==> config.mk <==
export PLATFORM = sky130hd
export DESIGN_NAME = muldiv_sequencer_flat
export DESIGN_NICKNAME = d
export VERILOG_FILES = /design/src/rtl/muldiv_pkg.sv /design/src/rtl/muldiv_if.sv /design/src/rtl/muldiv_step.sv /design/src/rtl/muldiv_sequencer.sv /design/src/flat_wrapper.sv
export SDC_FILE = /design/constraint.sdc
export NUM_CORES = 1
export LEC_CHECK = 0
export CORE_MARGIN = 3
export CORE_UTILIZATION = 30
export CTS_CLUSTER_SIZE = 12
export DETAILED_ROUTE_END_ITERATION = 10
export PLACE_DENSITY = 0.43
export SKIP_CTS_REPAIR_TIMING = 1
export SLEW_MARGIN = 25
export SYNTH_ARGS = -nofsm -noshare
export SYNTH_HDL_FRONTEND = slang
export SYNTH_SLANG_ARGS = --single-unit
==> constraint.sdc <==
create_clock -name Clock -period 3.78 [get_ports Clock]
set_clock_uncertainty 0.2 [all_clocks]
set_input_delay 0.756 -clock Clock [delete_from_list [all_inputs] [get_ports Clock]]
set_output_delay 0.756 -clock Clock [all_outputs]
set_load 0.01 [all_outputs]
==> src/rtl/muldiv_pkg.sv <==
// Shared definitions for the multi-cycle signed multiply/divide unit:
// sequencer state encoding, operation codes and default sizing.
package muldiv_pkg;

  typedef enum logic [1:0] {
    IDLE = 2'd0,
    ITER = 2'd1,
    FIX  = 2'd2,
    DONE = 2'd3
  } state_t;

  localparam logic OP_MUL = 1'b0;
  localparam logic OP_DIV = 1'b1;

  localparam int          DEF_WIDTH       = 32;
  localparam logic [31:0] DEF_DZ_QUOTIENT = 32'hFFFF_FFFF;

endpackage

==> src/rtl/muldiv_if.sv <==
// Request/result bundle between the control unit (master) and the
// multiply/divide sequencer (slave).
interface muldiv_if
  import muldiv_pkg::*;
#(
  parameter int WIDTH = DEF_WIDTH
);

  logic             start;
  logic             op;
  logic [WIDTH-1:0] a;
  logic [WIDTH-1:0] b;
  logic             busy;
  logic             done;
  logic [WIDTH-1:0] hi;
  logic [WIDTH-1:0] lo;
  logic             dz;

  modport master (
    output start, op, a, b,
    input  busy, done, hi, lo, dz
  );

  modport slave (
    input  start, op, a, b,
    output busy, done, hi, lo, dz
  );

endinterface

==> src/rtl/muldiv_step.sv <==
// One iteration of the magnitude datapath: shift-add for MUL, restoring
// shift-subtract for DIV, operating on the {acc, q} register pair.
module muldiv_step
  import muldiv_pkg::*;
#(
  parameter int WIDTH = DEF_WIDTH
) (
  input  logic             op,
  input  logic [WIDTH-1:0] acc,
  input  logic [WIDTH-1:0] q,
  input  logic [WIDTH-1:0] m,
  output logic [WIDTH-1:0] acc_next,
  output logic [WIDTH-1:0] q_next
);

  logic [WIDTH:0]   sum;
  logic [WIDTH:0]   shifted;
  logic [WIDTH-1:0] diff;
  logic             fits;

  // The partial remainder is always below m, so the successful difference
  // fits in WIDTH bits even though the shifted value needs WIDTH+1.
  always_comb begin
    sum      = {1'b0, acc} + (q[0] ? {1'b0, m} : '0);
    shifted  = {acc, q[WIDTH-1]};
    fits     = (shifted >= {1'b0, m});
    diff     = shifted[WIDTH-1:0] - m;
    acc_next = acc;
    q_next   = q;
    if (op == OP_MUL) begin
      acc_next = sum[WIDTH:1];
      q_next   = {sum[0], q[WIDTH-1:1]};
    end else if (fits) begin
      acc_next = diff;
      q_next   = {q[WIDTH-2:0], 1'b1};
    end else begin
      acc_next = shifted[WIDTH-1:0];
      q_next   = {q[WIDTH-2:0], 1'b0};
    end
  end

endmodule

==> src/rtl/muldiv_sequencer.sv <==
// Multi-cycle signed multiply/divide: runs WIDTH magnitude iterations, then
// applies the sign fix-up and presents HI/LO with a one-cycle done pulse.
module muldiv_sequencer
  import muldiv_pkg::*;
#(
  parameter int               WIDTH       = DEF_WIDTH,
  parameter int               CNT_W       = 6,
  parameter logic [WIDTH-1:0] DZ_QUOTIENT = WIDTH'(DEF_DZ_QUOTIENT)
) (
  input logic     Clock,
  input logic     Reset,
  muldiv_if.slave bus
);

  localparam logic [CNT_W-1:0] LAST_ITER = CNT_W'(WIDTH - 1);

  state_t             state, next_state;
  logic [CNT_W-1:0]   cnt;
  logic               op_r, sign_a, sign_b;
  logic [WIDTH-1:0]   acc, q, m;
  logic [WIDTH-1:0]   acc_next, q_next;
  logic [WIDTH-1:0]   hi_r, lo_r, hi_fix, lo_fix;
  logic [2*WIDTH-1:0] prod;
  logic               dz_r, div_by_zero;

  assign div_by_zero = (bus.op == OP_DIV) && (bus.b == '0);

  always_ff @(posedge Clock) begin
    if (Reset) state <= IDLE;
    else       state <= next_state;
  end

  always_comb begin
    next_state = state;
    case (state)
      IDLE: if (bus.start) next_state = div_by_zero ? DONE : ITER;
      ITER: if (cnt == LAST_ITER) next_state = FIX;
      FIX:  next_state = DONE;
      DONE: next_state = IDLE;
      default: next_state = IDLE;
    endcase
  end

  muldiv_step #(.WIDTH(WIDTH)) u_step (
    .op       (op_r),
    .acc      (acc),
    .q        (q),
    .m        (m),
    .acc_next (acc_next),
    .q_next   (q_next)
  );

  // Remainder follows the dividend's sign; product and quotient are negated
  // when the operand signs differ.
  always_comb begin
    prod   = {acc, q};
    hi_fix = acc;
    lo_fix = q;
    if (op_r == OP_MUL) begin
      if (sign_a ^ sign_b) prod = -prod;
      hi_fix = prod[2*WIDTH-1:WIDTH];
      lo_fix = prod[WIDTH-1:0];
    end else begin
      if (sign_a)          hi_fix = -acc;
      if (sign_a ^ sign_b) lo_fix = -q;
    end
  end

  always_ff @(posedge Clock) begin
    if (Reset) begin
      cnt    <= '0;
      op_r   <= OP_MUL;
      sign_a <= 1'b0;
      sign_b <= 1'b0;
      acc    <= '0;
      q      <= '0;
      m      <= '0;
      hi_r   <= '0;
      lo_r   <= '0;
      dz_r   <= 1'b0;
    end else begin
      case (state)
        IDLE: if (bus.start) begin
          op_r   <= bus.op;
          sign_a <= bus.a[WIDTH-1];
          sign_b <= bus.b[WIDTH-1];
          acc    <= '0;
          q      <= bus.a[WIDTH-1] ? -bus.a : bus.a;
          m      <= bus.b[WIDTH-1] ? -bus.b : bus.b;
          cnt    <= '0;
          dz_r   <= div_by_zero;
          if (div_by_zero) begin
            hi_r <= bus.a;
            lo_r <= DZ_QUOTIENT;
          end
        end
        ITER: begin
          acc <= acc_next;
          q   <= q_next;
          cnt <= cnt + 1'b1;
        end
        FIX: begin
          hi_r <= hi_fix;
          lo_r <= lo_fix;
        end
        default: ;
      endcase
    end
  end

  assign bus.busy = (state == ITER) || (state == FIX);
  assign bus.done = (state == DONE);
  assign bus.hi   = hi_r;
  assign bus.lo   = lo_r;
  assign bus.dz   = dz_r;

endmodule

==> src/flat_wrapper.sv <==
// flat-port wrapper written by rule: the top's interface ports become plain ports
module muldiv_sequencer_flat import muldiv_pkg::*;
#(
  parameter int               WIDTH       = DEF_WIDTH,
  parameter int               CNT_W       = 6,
  parameter logic [WIDTH-1:0] DZ_QUOTIENT = WIDTH'(DEF_DZ_QUOTIENT)
)
  (Clock, Reset, bus_start, bus_op, bus_a, bus_b, bus_busy, bus_done, bus_hi, bus_lo, bus_dz);
  muldiv_if #(.WIDTH(WIDTH)) bus_i ();
  input logic Clock;
  input logic Reset;
  input wire logic [$bits(bus_i.start)-1:0] bus_start;
  input wire logic [$bits(bus_i.op)-1:0] bus_op;
  input wire logic [$bits(bus_i.a)-1:0] bus_a;
  input wire logic [$bits(bus_i.b)-1:0] bus_b;
  output wire logic [$bits(bus_i.busy)-1:0] bus_busy;
  output wire logic [$bits(bus_i.done)-1:0] bus_done;
  output wire logic [$bits(bus_i.hi)-1:0] bus_hi;
  output wire logic [$bits(bus_i.lo)-1:0] bus_lo;
  output wire logic [$bits(bus_i.dz)-1:0] bus_dz;
  assign bus_i.start = bus_start;
  assign bus_i.op = bus_op;
  assign bus_i.a = bus_a;
  assign bus_i.b = bus_b;
  assign bus_busy = bus_i.busy;
  assign bus_done = bus_i.done;
  assign bus_hi = bus_i.hi;
  assign bus_lo = bus_i.lo;
  assign bus_dz = bus_i.dz;
  muldiv_sequencer #(.WIDTH(WIDTH), .CNT_W(CNT_W), .DZ_QUOTIENT(DZ_QUOTIENT)) u_core (.Clock(Clock), .Reset(Reset), .bus(bus_i));
endmodule
# After elaboration in Yosys (flattened, before gate mapping)
# Index checks and enable logic that the tools add are counted.
[classes]
n_eq_ne = 7
magnitude_cmp = 1
n_mux = 28
reduce_logical = 10
bitwise = 1
n_addsub = 8
[op_table]
columns = ["operator", "count"]
rows = [
  ["two-way mux 32 bit", 16],
  ["one-hot mux 32 bit (2 select lines)", 4],
  ["negator 32 bit", 4],
  ["two-way mux 64 bit", 1],
  ["negator 64 bit", 1],
  ["adder 32 x 33 -> 33 bit", 1],
  [">= comparator 33 x 32 -> 1 bit", 1],
  ["logical NOT 32 bit", 1],
  ["subtractor 32 bit", 1],
  ["one-hot mux 6 bit (2 select lines)", 1],
  ["one-hot mux 2 bit (4 select lines)", 1],
  ["adder 6 x 1 -> 6 bit, second input constant", 1],
  ["== test 6 x 5 -> 1 bit, second input constant", 1],
  ["two-way mux 2 bit", 3],
  ["two-way mux 6 bit", 1],
  ["AND reduction 2 bit", 3],
  ["== test 2 bit, second input constant", 2],
  ["inequality test 2 x 1 -> 1 bit, second input constant", 2],
  ["nonzero test 2 bit", 2],
  ["AND reduction 3 bit", 1],
  ["== test 2 x 1 -> 1 bit, second input constant", 1],
  ["logical NOT 2 bit", 1],
  ["inequality test 2 bit, second input constant", 1],
  ["logical AND 1 bit", 1],
  ["3 further kinds", 3],
]
[word_totals]
reg_bits = 172
out_inout_bits = 67

# Depth between registers and ports, before layout
# Gate-level depths: netlist (run 1).
[depth]
ltp_word = 5
mapped_depth = 14

# Modules after synthesis
# A second synthesis (run 1) with hierarchy kept.
[hier_totals]
cells_unflattened = 1924
hier_area_um2 = 14330.0
[modules_own_cells]
columns = ["mod", "cells_per_inst", "seq_area_each_um2", "instances", "area_per_inst_um2"]
rows = [
  ["muldiv_sequencer", 1260, 3443.3, 1, 9786.9],
  ["muldiv_step", 664, 0.0, 1, 4543.1],
]

# Worst setup path after synthesis (run 1)
# Ideal clock, no wire load.
[synth_path]
path_kind = "register to register"
from = "register u_core.q[0]"
to = "register u_core.acc[24]"
t_arrival_ns = 2.908
setup_ns = 0.133
slack_ns = 0.539
path_stages_with_launch = 15
cell_sequence = "dfxtp_1 -> inv_1 -> clkbuf_1 -> nor2_1 -> ha_1 -> clkbuf_1 -> o21ai_0 -> a21oi_1 -> o21ai_0 -> o21ai_0 -> or4b_1 -> a21oi_1 -> xor2_1 -> a222oi_1 -> o21ai_0"
[synth_between]
elab_chain_len = 4
[synth_rtl]
columns = ["element", "line_no", "text"]
rows = [
  ["start: declaration", "muldiv_sequencer.sv:20", "logic [WIDTH-1:0] acc, q, m;"],
  ["start signal: assignment", "muldiv_sequencer.sv:88", "q <= bus.a[WIDTH-1] ? -bus.a : bus.a;"],
  ["start signal: assignment", "muldiv_sequencer.sv:99", "q <= q_next;"],
  ["two-way mux 32 bit", "muldiv_step.sv:24", "sum = {1'b0, acc} + (q[0] ? {1'b0, m} : '0);"],
  ["adder 32 x 33 -> 33 bit", "muldiv_step.sv:24", ""],
  ["two-way mux 32 bit", "muldiv_step.sv:30", "if (op == OP_MUL) begin"],
  ["one-hot mux 32 bit (2 select lines)", "muldiv_sequencer.sv:82", "case (state)"],
  ["end signal: assignment", "muldiv_sequencer.sv:98", "acc <= acc_next;"],
  ["end: declaration", "muldiv_sequencer.sv:20", ""],
]
# No other way between the ends.
# A chain may end at the register's enable or synchronous reset.

# Worst setup path after layout (run 1)
# Ends and elaborated chain as after synthesis.

==> results of run 1 <==
critical path, cell delays in order (launching register included):
cell and delay [ns]:
dfxtp_1 0.31, inv_1 0.09, buf_12 0.20, nor2_1 0.10, ha_1 0.36, o211ai_1 0.13
o211ai_1 0.32, a21oi_1 0.15, o21ai_0 0.28, or4b_1 0.51, a21oi_1 0.19, xor2_1 0.10
a222oi_1 0.36, o21ai_0 0.13
registers in the layout, summed over array words and instances (netlist names):
register and flops:
u_core.bus.lo 32, u_core.sign_b 1, u_core.sign_a 1, u_core.op_r 1, u_core.bus.dz 1, u_core.q 32
u_core.bus.hi 32, u_core.acc 32, u_core.m 32, u_core.state 2, u_core.cnt 6
cell usage in the layout (no fill, tap or decap), types with 7 or more instances in the layout:
master | netlist | final
nor2_1 | 232 | 231
a21oi_1 | 175 | 175
nand2_1 | 172 | 171
dfxtp_1 | 172 | 171
clkdlybuf4s50_1 | 0 | 133
buf_4 | 1 | 115
o21ai_0 | 103 | 102
xor2_1 | 97 | 97
xnor2_1 | 81 | 81
a211oi_1 | 80 | 79
inv_1 | 74 | 74
ha_1 | 73 | 71
mux2i_1 | 40 | 40
o211ai_1 | 34 | 34
nand3_1 | 30 | 30
a311oi_1 | 29 | 29
a21o_1 | 27 | 27
nor3_1 | 27 | 26
o31ai_1 | 24 | 24
nand4_1 | 18 | 18
clkbuf_16 | 0 | 17
a22oi_1 | 16 | 16
a31oi_1 | 14 | 14
nor4_1 | 15 | 14
o41ai_1 | 13 | 13
nand2b_1 | 12 | 12
o21a_1 | 10 | 10
or3_1 | 10 | 10
or4_1 | 10 | 10
o21bai_1 | 9 | 9
o221ai_1 | 9 | 9
or2_2 | 8 | 8
a221oi_1 | 8 | 8
nor3b_1 | 8 | 8
and2_1 | 8 | 7
cell type report:
class / instances / area [um2] / area share
multi-input cells: 1505 / 9920 / 0.573
flip-flops and latches: 172 / 3440 / 0.199
repair buffers: 254 / 2310 / 0.134
well taps: 600 / 751 / 0.0433
clock buffers: 17 / 425 / 0.0245
inverters: 75 / 282 / 0.0162
clock inverters: 15 / 193 / 0.0111
stage by stage:
step                utilization  hold WS [ns]  power (uW)
finish                    0.377         0.266       10300
detailed placement        0.363         0.258        8410
CTS                       0.377         0.269       10400
global route              0.377         0.290       11100
global placement          0.363         0.257        8380
floorplan                     -         0.249        6360
how the worst max path moves through the flow:
| stage | endpoint | start | slack, ns |
|---|---|---|---|
| 2_1_floorplan | u_core.acc[24] | u_core.q[0] | 0.54 |
| 3_3_place_gp | u_core.q[31] | bus_a[14] | -0.07 |
| 3_5_place_dp | u_core.q[31] | bus_a[14] | -0.03 |
| 4_1_cts | u_core.acc[30] | u_core.q[0] | 0.16 |
| 5_1_grt | u_core.acc[24] | u_core.q[0] | 0.0008 |
| 6_report | u_core.acc[24] | u_core.q[0] | 0.21 |
metal layers:
layer	track usage	share of wire	up-vias
met2	0.371	0.48	292
met5	0	0	-
met1	0.285	0.46	6820
li1	-	-	7137
met3	0.0342	0.036	54
met4	0.0667	0.024	0
kinds of logic (layout without fill, tap and decap cells):
family                   Yosys count  count (layout)
AO/OA/AOI/OAI                    613             613
XOR/XNOR                         178             178
adder cells (fa/ha/maj)           75              75
buffers and inverters            204             361
flip-flops                       172             172
multiplexers                      44              44
AND/OR/NAND/NOR                  595             595
power groups by stage:
| stage | sequential (uW) | clock (uW) | combinational, uW |
|---|---|---|---|
| 3_3_place_gp | 2690 | 0 | 5690 |
| 3_5_place_dp | 2700 | 0 | 5720 |
| 4_1_cts | 2650 | 2010 | 5740 |
| 2_1_floorplan | 2570 | 0 | 3790 |
| 5_1_grt | 2710 | 2060 | 6320 |
| 6_report | 2660 | 1950 | 5720 |
==> results.tsv, run 1 <==
stage	metric	value	unit
power_and_ir_drop	Psw	4860	uW
worst_hold_path	Hold Path Origin	u_core.bus.hi[25]	
setup_path	Reg2Reg Depth	13	
die	initial core utilization	0.308	
routing	drt drc	0	
cts	CTS tree	yes	
placed_design	post-DP HPWL	43600	um
placed_design	port buffer count	134	
logic_synthesis	Warnings, synthesis	0	
global_routing	number of global-route vias before repair	14000	
cells_and_area	# nets final	2168	
power_and_ir_drop	switching share of power	0.470	
power_and_ir_drop	pwr dens	596	mW/mm2
placed_design	placed cells	2606	
power_and_ir_drop	register share of total power	0.257	
global_routing	largest net degree at the start of global routing	72	
cts	CTS max path bufs	2	
sta	# setup viols final	0	
logic_synthesis	mapped cell area	0.0141	mm2
die	CORE AREA	0.0460	mm2
sta	Worst-Margin Slew	0.989	ns
cells_and_area	n_diodes	0	
worst_hold_path	Tightest Hold Check Type	register to register	
logic_synthesis	syn_nets	2024	
routing	routed wire length	55100	um
power_and_ir_drop	combinational share of power	0.554	
global_routing	first-pass GRT wire length	84700	um
logic_synthesis	EDFF count, synth	0	
die	die height	223	um
cells_and_area	Layout area overhead	22.5	%
cells_and_area	final non-filler cell area	0.0173	mm2
setup_path	worst r2r dst	u_core.acc[24]	
routing	antenna viol nets, final	0	
placed_design	Placed Area	0.0167	mm2
cts	Worst-path clk slew	0.08	ns
outcome	status	complete, no violations	
die	row count	78	
setup_path	crit start category	register	
setup_path	crit path DAT	3.75	ns
cts	# clock sinks	172	
placed_design	pre-CTS setup slack	-0.0329	ns
routing	drt pass-1 iters	5	
logic_synthesis	leading post-synthesis cells by cell area	dfxtp_1 (24%), ha_1 (6.5%), a21oi_1 (6.2%)	
cells_and_area	layout cell share with drive strength beyond 1	0.104	
logic_synthesis	Yosys cell types	90	
logic_synthesis	most common cell in the netlist	nor2_1	
die	DIE WIDTH	223	um
setup_path	Crit Path Max Fanout	32	
logic_synthesis	register area share after synthesis	0.243	
logic_synthesis	Synth area leader	dfxtp_1	
global_routing	Tot GR Track Use	0.219	
die	I/O pins	135	
global_routing	Congestion Overflow GR	0	
logic_synthesis	xor-xnor portion of the synthesized cell area	0.110	
global_routing	initial antenna violation count	0	
routing	post-DR wirelength/cell	20.9	um
logic_synthesis	cell count after synthesis	1881	
flow_run	MaxCap Viol Count	0	
cts	Clock Tree Root	clkbuf_16	
logic_synthesis	average size of a mapped cell	7.52	um2
sta	setup TNS	0	ns
logic_synthesis	adder-cell share of the synthesized area	0.0674	
cts	level count of the clock H-tree	4	
sta	final worst slack	0.205	ns
sta	RSZ-0062 raised after global routing	false	
sta	Period minus WS final	3.57	ns
power_and_ir_drop	Clk pwr share	0.189	
logic_synthesis	mux share of post-synthesis cell area	0.0317	
logic_synthesis	Compound-Gate Fraction of Synth Area	0.287	
power_and_ir_drop	peak supply drop	0.391	mV
cts	worst skew pair latency	0.50	ns
sta	Final Cycle Share	0.946	
worst_hold_path	Hold Path End	u_core.bus.hi[25]	
setup_path	Reg-to-Reg Start	u_core.q[0]	
power_and_ir_drop	Leak Pwr	0.00667	uW
routing	initial DRC count	1036	
die	Die ar.	0.0498	mm2
sta	Fin. Hold Viols	0	
logic_synthesis	Post-Synth Simple-Gate Area	0.202	
routing	Vias	14300	
cts	TritonCTS Buffers	17	
setup_path	critical path type	register to register	
setup_path	worst endpoint required time	3.96	ns
routing	vias per cell	5.42	
setup_path	r2r setup slk	0.21	ns
worst_hold_path	WHS Path Cells	2	
logic_synthesis	commonest cells in the netlist	nor2_1 (232), a21oi_1 (175), dfxtp_1 (172), nand2_1 (172), o21ai_0 (103)	
cells_and_area	Fillers	4838	
power_and_ir_drop	internal power	5470	uW
setup_path	CP endpoint kind	register	
logic_synthesis	Primary FF master, synth	dfxtp_1	
sta	Max Freq	280	MHz
sta	max-slew violations	0	
logic_synthesis	Post-synth ARST share	0	
placed_design	Routability Congestion	0.940	
logic_synthesis	main combinational cell family by area after synthesis	compound AO/OA/AOI/OAI gates	
logic_synthesis	area share of the largest cell type after synthesis	0.243	
logic_synthesis	Synth Register Bits	172	
sta	Slew HR	0.340	
cells_and_area	non-filler instance count after layout	2638	
No activity file was read; power rests on OpenSTA's default activity.
==> run 2: changes to the inputs <==
CORE_MARGIN = unset   (was 3)
SYNTH_HIERARCHICAL = 1   (was unset)
==> run 2 against run 1 <==
Against the previous run: the run now ends with DRC left; global-route usage increased by 1.7 points; sequential share of layout area fell by 0.95 points; critical endpoint is now u_core/acc[28]; worst hold slack worse by 0.0096 ns; flip-flop and latch count unchanged; via count grew 6.0%; maximum frequency shrank 2.0%.
==> results.tsv, run 2 <==
stage	metric	value	unit	change
logic_synthesis	register area share after synthesis	0.240		was 0.243
routing	post-DR wirelength/cell	20.6	um	was 20.9 um
sta	Worst-Margin Slew	0.764	ns	was 0.989 ns
power_and_ir_drop	Leak Pwr	0.00724	uW	was 0.00667 uW
logic_synthesis	commonest cells in the netlist	nor2_1 (205), dfxtp_1 (172), a21oi_1 (170)		was nor2_1 (232), a21oi_1 (175), dfxtp_1 (172), nand2_1 (172), o21ai_0 (103)
global_routing	first-pass GRT wire length	86200	um	was 84700 um
routing	antenna viol nets, final	0		unchanged
sta	Slew HR	0.486		was 0.340
cts	Clock Tree Root	clkbuf_16		unchanged
global_routing	Congestion Overflow GR	0		unchanged
logic_synthesis	Primary FF master, synth	dfxtp_1		unchanged
cts	CTS max path bufs	2		unchanged
die	I/O pins	135		unchanged
routing	routed wire length	57200	um	was 55100 um
logic_synthesis	area share of the largest cell type after synthesis	0.240		was 0.243
power_and_ir_drop	peak supply drop	0.390	mV	was 0.391 mV
sta	Max Freq	274	MHz	was 280 MHz
cells_and_area	Fillers	5008		was 4838
routing	drt pass-1 iters	8		was 5
outcome	status	complete, but fails checks		was complete, no violations
placed_design	Placed Area	0.0175	mm2	was 0.0167 mm2
global_routing	Tot GR Track Use	0.235		was 0.219
setup_path	crit path DAT	3.89	ns	was 3.75 ns
logic_synthesis	leading post-synthesis cells by cell area	dfxtp_1 (24%), ha_1 (6.4%), a21oi_1 (5.9%)		was dfxtp_1 (24%), ha_1 (6.5%), a21oi_1 (6.2%)
sta	Period minus WS final	3.65	ns	was 3.57 ns
setup_path	worst endpoint required time	4.02	ns	was 3.96 ns
placed_design	port buffer count	134		unchanged
logic_synthesis	mapped cell area	0.0143	mm2	was 0.0141 mm2
cells_and_area	# nets final	2295		was 2168
routing	drt drc	17		was 0
setup_path	crit start category	register		unchanged
logic_synthesis	Warnings, synthesis	6		was 0
cts	Worst-path clk slew	0.07	ns	was 0.08 ns
sta	worst hold slack	0.257	ns	was 0.266 ns
logic_synthesis	Synth Register Bits	172		unchanged
placed_design	placed cells	2738		was 2606
sta	setup TNS	0	ns	unchanged
worst_hold_path	Tightest Hold Check Type	register to register		unchanged
routing	vias per cell	5.47		was 5.42
cts	worst skew pair latency	0.51	ns	was 0.50 ns
cts	level count of the clock H-tree	4		unchanged
die	CORE AREA	0.0469	mm2	was 0.0460 mm2
routing	Vias	15200		was 14300
logic_synthesis	EDFF count, synth	0		unchanged
placed_design	pre-CTS setup slack	-0.147	ns	was -0.0329 ns
setup_path	CP endpoint kind	register		unchanged
cells_and_area	most frequent cells in the layout	nor2_1 (205), buf_4 (183), dfxtp_1 (170)		was nor2_1 (231), a21oi_1 (175), nand2_1 (171), dfxtp_1 (171), clkdlybuf4s50_1 (133)
sta	# setup viols final	0		unchanged
cells_and_area	n_diodes	0		unchanged
cells_and_area	Layout area overhead	27.2	%	was 22.5%
cells_and_area	most common cell after layout, fill and taps aside	nor2_1		unchanged
sta	final worst slack	0.131	ns	was 0.205 ns
sta	max-slew violations	0		unchanged
cells_and_area	non-filler instance count after layout	2772		was 2638
power_and_ir_drop	pwr dens	597	mW/mm2	was 596 mW/mm2
sta	RSZ-0062 raised after global routing	false		unchanged
sta	Final Cycle Share	0.965		was 0.946
sta	Fin. Hold Viols	0		unchanged
setup_path	Crit Path Max Fanout	3		was 32
global_routing	largest net degree at the start of global routing	51		was 72
cells_and_area	layout cell share with drive strength beyond 1	0.141		was 0.104
cts	# clock sinks	172		unchanged
die	initial core utilization	0.306		was 0.308
placed_design	Routability Congestion	0.929		was 0.940
global_routing	number of global-route vias before repair	14500		was 14000
die	DIE WIDTH	221	um	was 223 um
die	Die ar.	0.0486	mm2	was 0.0498 mm2
logic_synthesis	Yosys cell types	84		was 90
logic_synthesis	syn_nets	2067		was 2024
die	die height	221	um	was 223 um
logic_synthesis	cell count after synthesis	1924		was 1881
outcome	failing checks	DRC		
logic_synthesis	Synth area leader	dfxtp_1		unchanged
die	row count	79		was 78
cts	CTS tree	yes		unchanged
setup_path	critical path type	register to register		unchanged
flow_run	MaxCap Viol Count	0		unchanged
cts	TritonCTS Buffers	17		unchanged
global_routing	initial antenna violation count	1		was 0
logic_synthesis	most common cell in the netlist	nor2_1		unchanged
cells_and_area	final non-filler cell area	0.0182	mm2	was 0.0173 mm2
routing	initial DRC count	1088		was 1036
logic_synthesis	Post-synth ARST share	0		unchanged
placed_design	post-DP HPWL	44000	um	was 43600 um
logic_synthesis	average size of a mapped cell	7.45	um2	was 7.52 um2
[run 2: cell count changes after synthesis, moves of 26 or more]
cell      delta
a211oi_1    -50
mux2_2      +36
and2_1      +33
o21ai_0     +29
nor2_1      -27
a31oi_1     +26
[run 2: worst paths after layout]
check	from	endpoint	slack, ns	cells past startpoint
worst max-delay path	u_core/m[0]	u_core/acc[28]	0.13	15
worst min-delay path	u_core/bus.hi[21]	u_core/bus.hi[21]	0.26	2
worst max register to register	u_core/m[0]	u_core/acc[28]	0.13	15
worst min register to register	u_core/bus.hi[21]	u_core/bus.hi[21]	0.26	2
[run 2: metrics by stage]
stage                     power (uW)   util
after CTS                      10900  0.387
after global routing           11700  0.389
after detailed placement        8890  0.373
final                          10900  0.389
after global placement          8880  0.373
after floorplan                 6510      -
[run 2: critical path: stages (launching register included)]
cell      delay, ns
dfxtp_1        0.31
buf_4          0.14
ha_1           0.21
fa_2           0.35
nand2b_1       0.17
a21o_1         0.19
a211o_1        0.33
a21o_1         0.21
a211o_1        0.35
nand3b_1       0.14
nand4_1        0.12
nand2_1        0.09
mux2_2         0.34
a32oi_2        0.25
a22oi_1        0.10
nor2_1         0.10
[run 2: report_power, final]
group / internal [uW] / total (uW) / switching [uW]
clock network: 1060 / 1940 / 885
logic: 2590 / 6330 / 3740
registers: 2190 / 2620 / 430
[run 2: logic make-up (layout without fill, tap and decap cells)]
kind of cell    after synthesis  count (layout)  share of synthesized area
compound gates              623             624                      0.279
mux                          63              63                     0.0474
xor+xnor                    163             163                     0.0996
buf+inv                     192             432                     0.0540
fa+ha+maj                    75              75                     0.0665
simple gates                636             636                      0.213
flops                       172             172                      0.240
[run 2: layout make-up]
type | instances | area (um2) | area share
well taps | 607 | 759 | 0.0417
inverters | 74 | 278 | 0.0152
clock buffers | 19 | 433 | 0.0238
clock inverters | 13 | 179 | 0.00982
flip-flops and latches | 172 | 3450 | 0.189
multi-input cells | 1561 | 10200 | 0.562
repair buffers | 326 | 2890 | 0.158
[run 2: per-layer routing]
layer	part of all wire	GRT usage	vias up
li1	-	-	7494
met1	0.46	0.309	7148
met2	0.46	0.390	451
met3	0.049	0.0334	74
met4	0.030	0.0863	0
met5	0	0	-
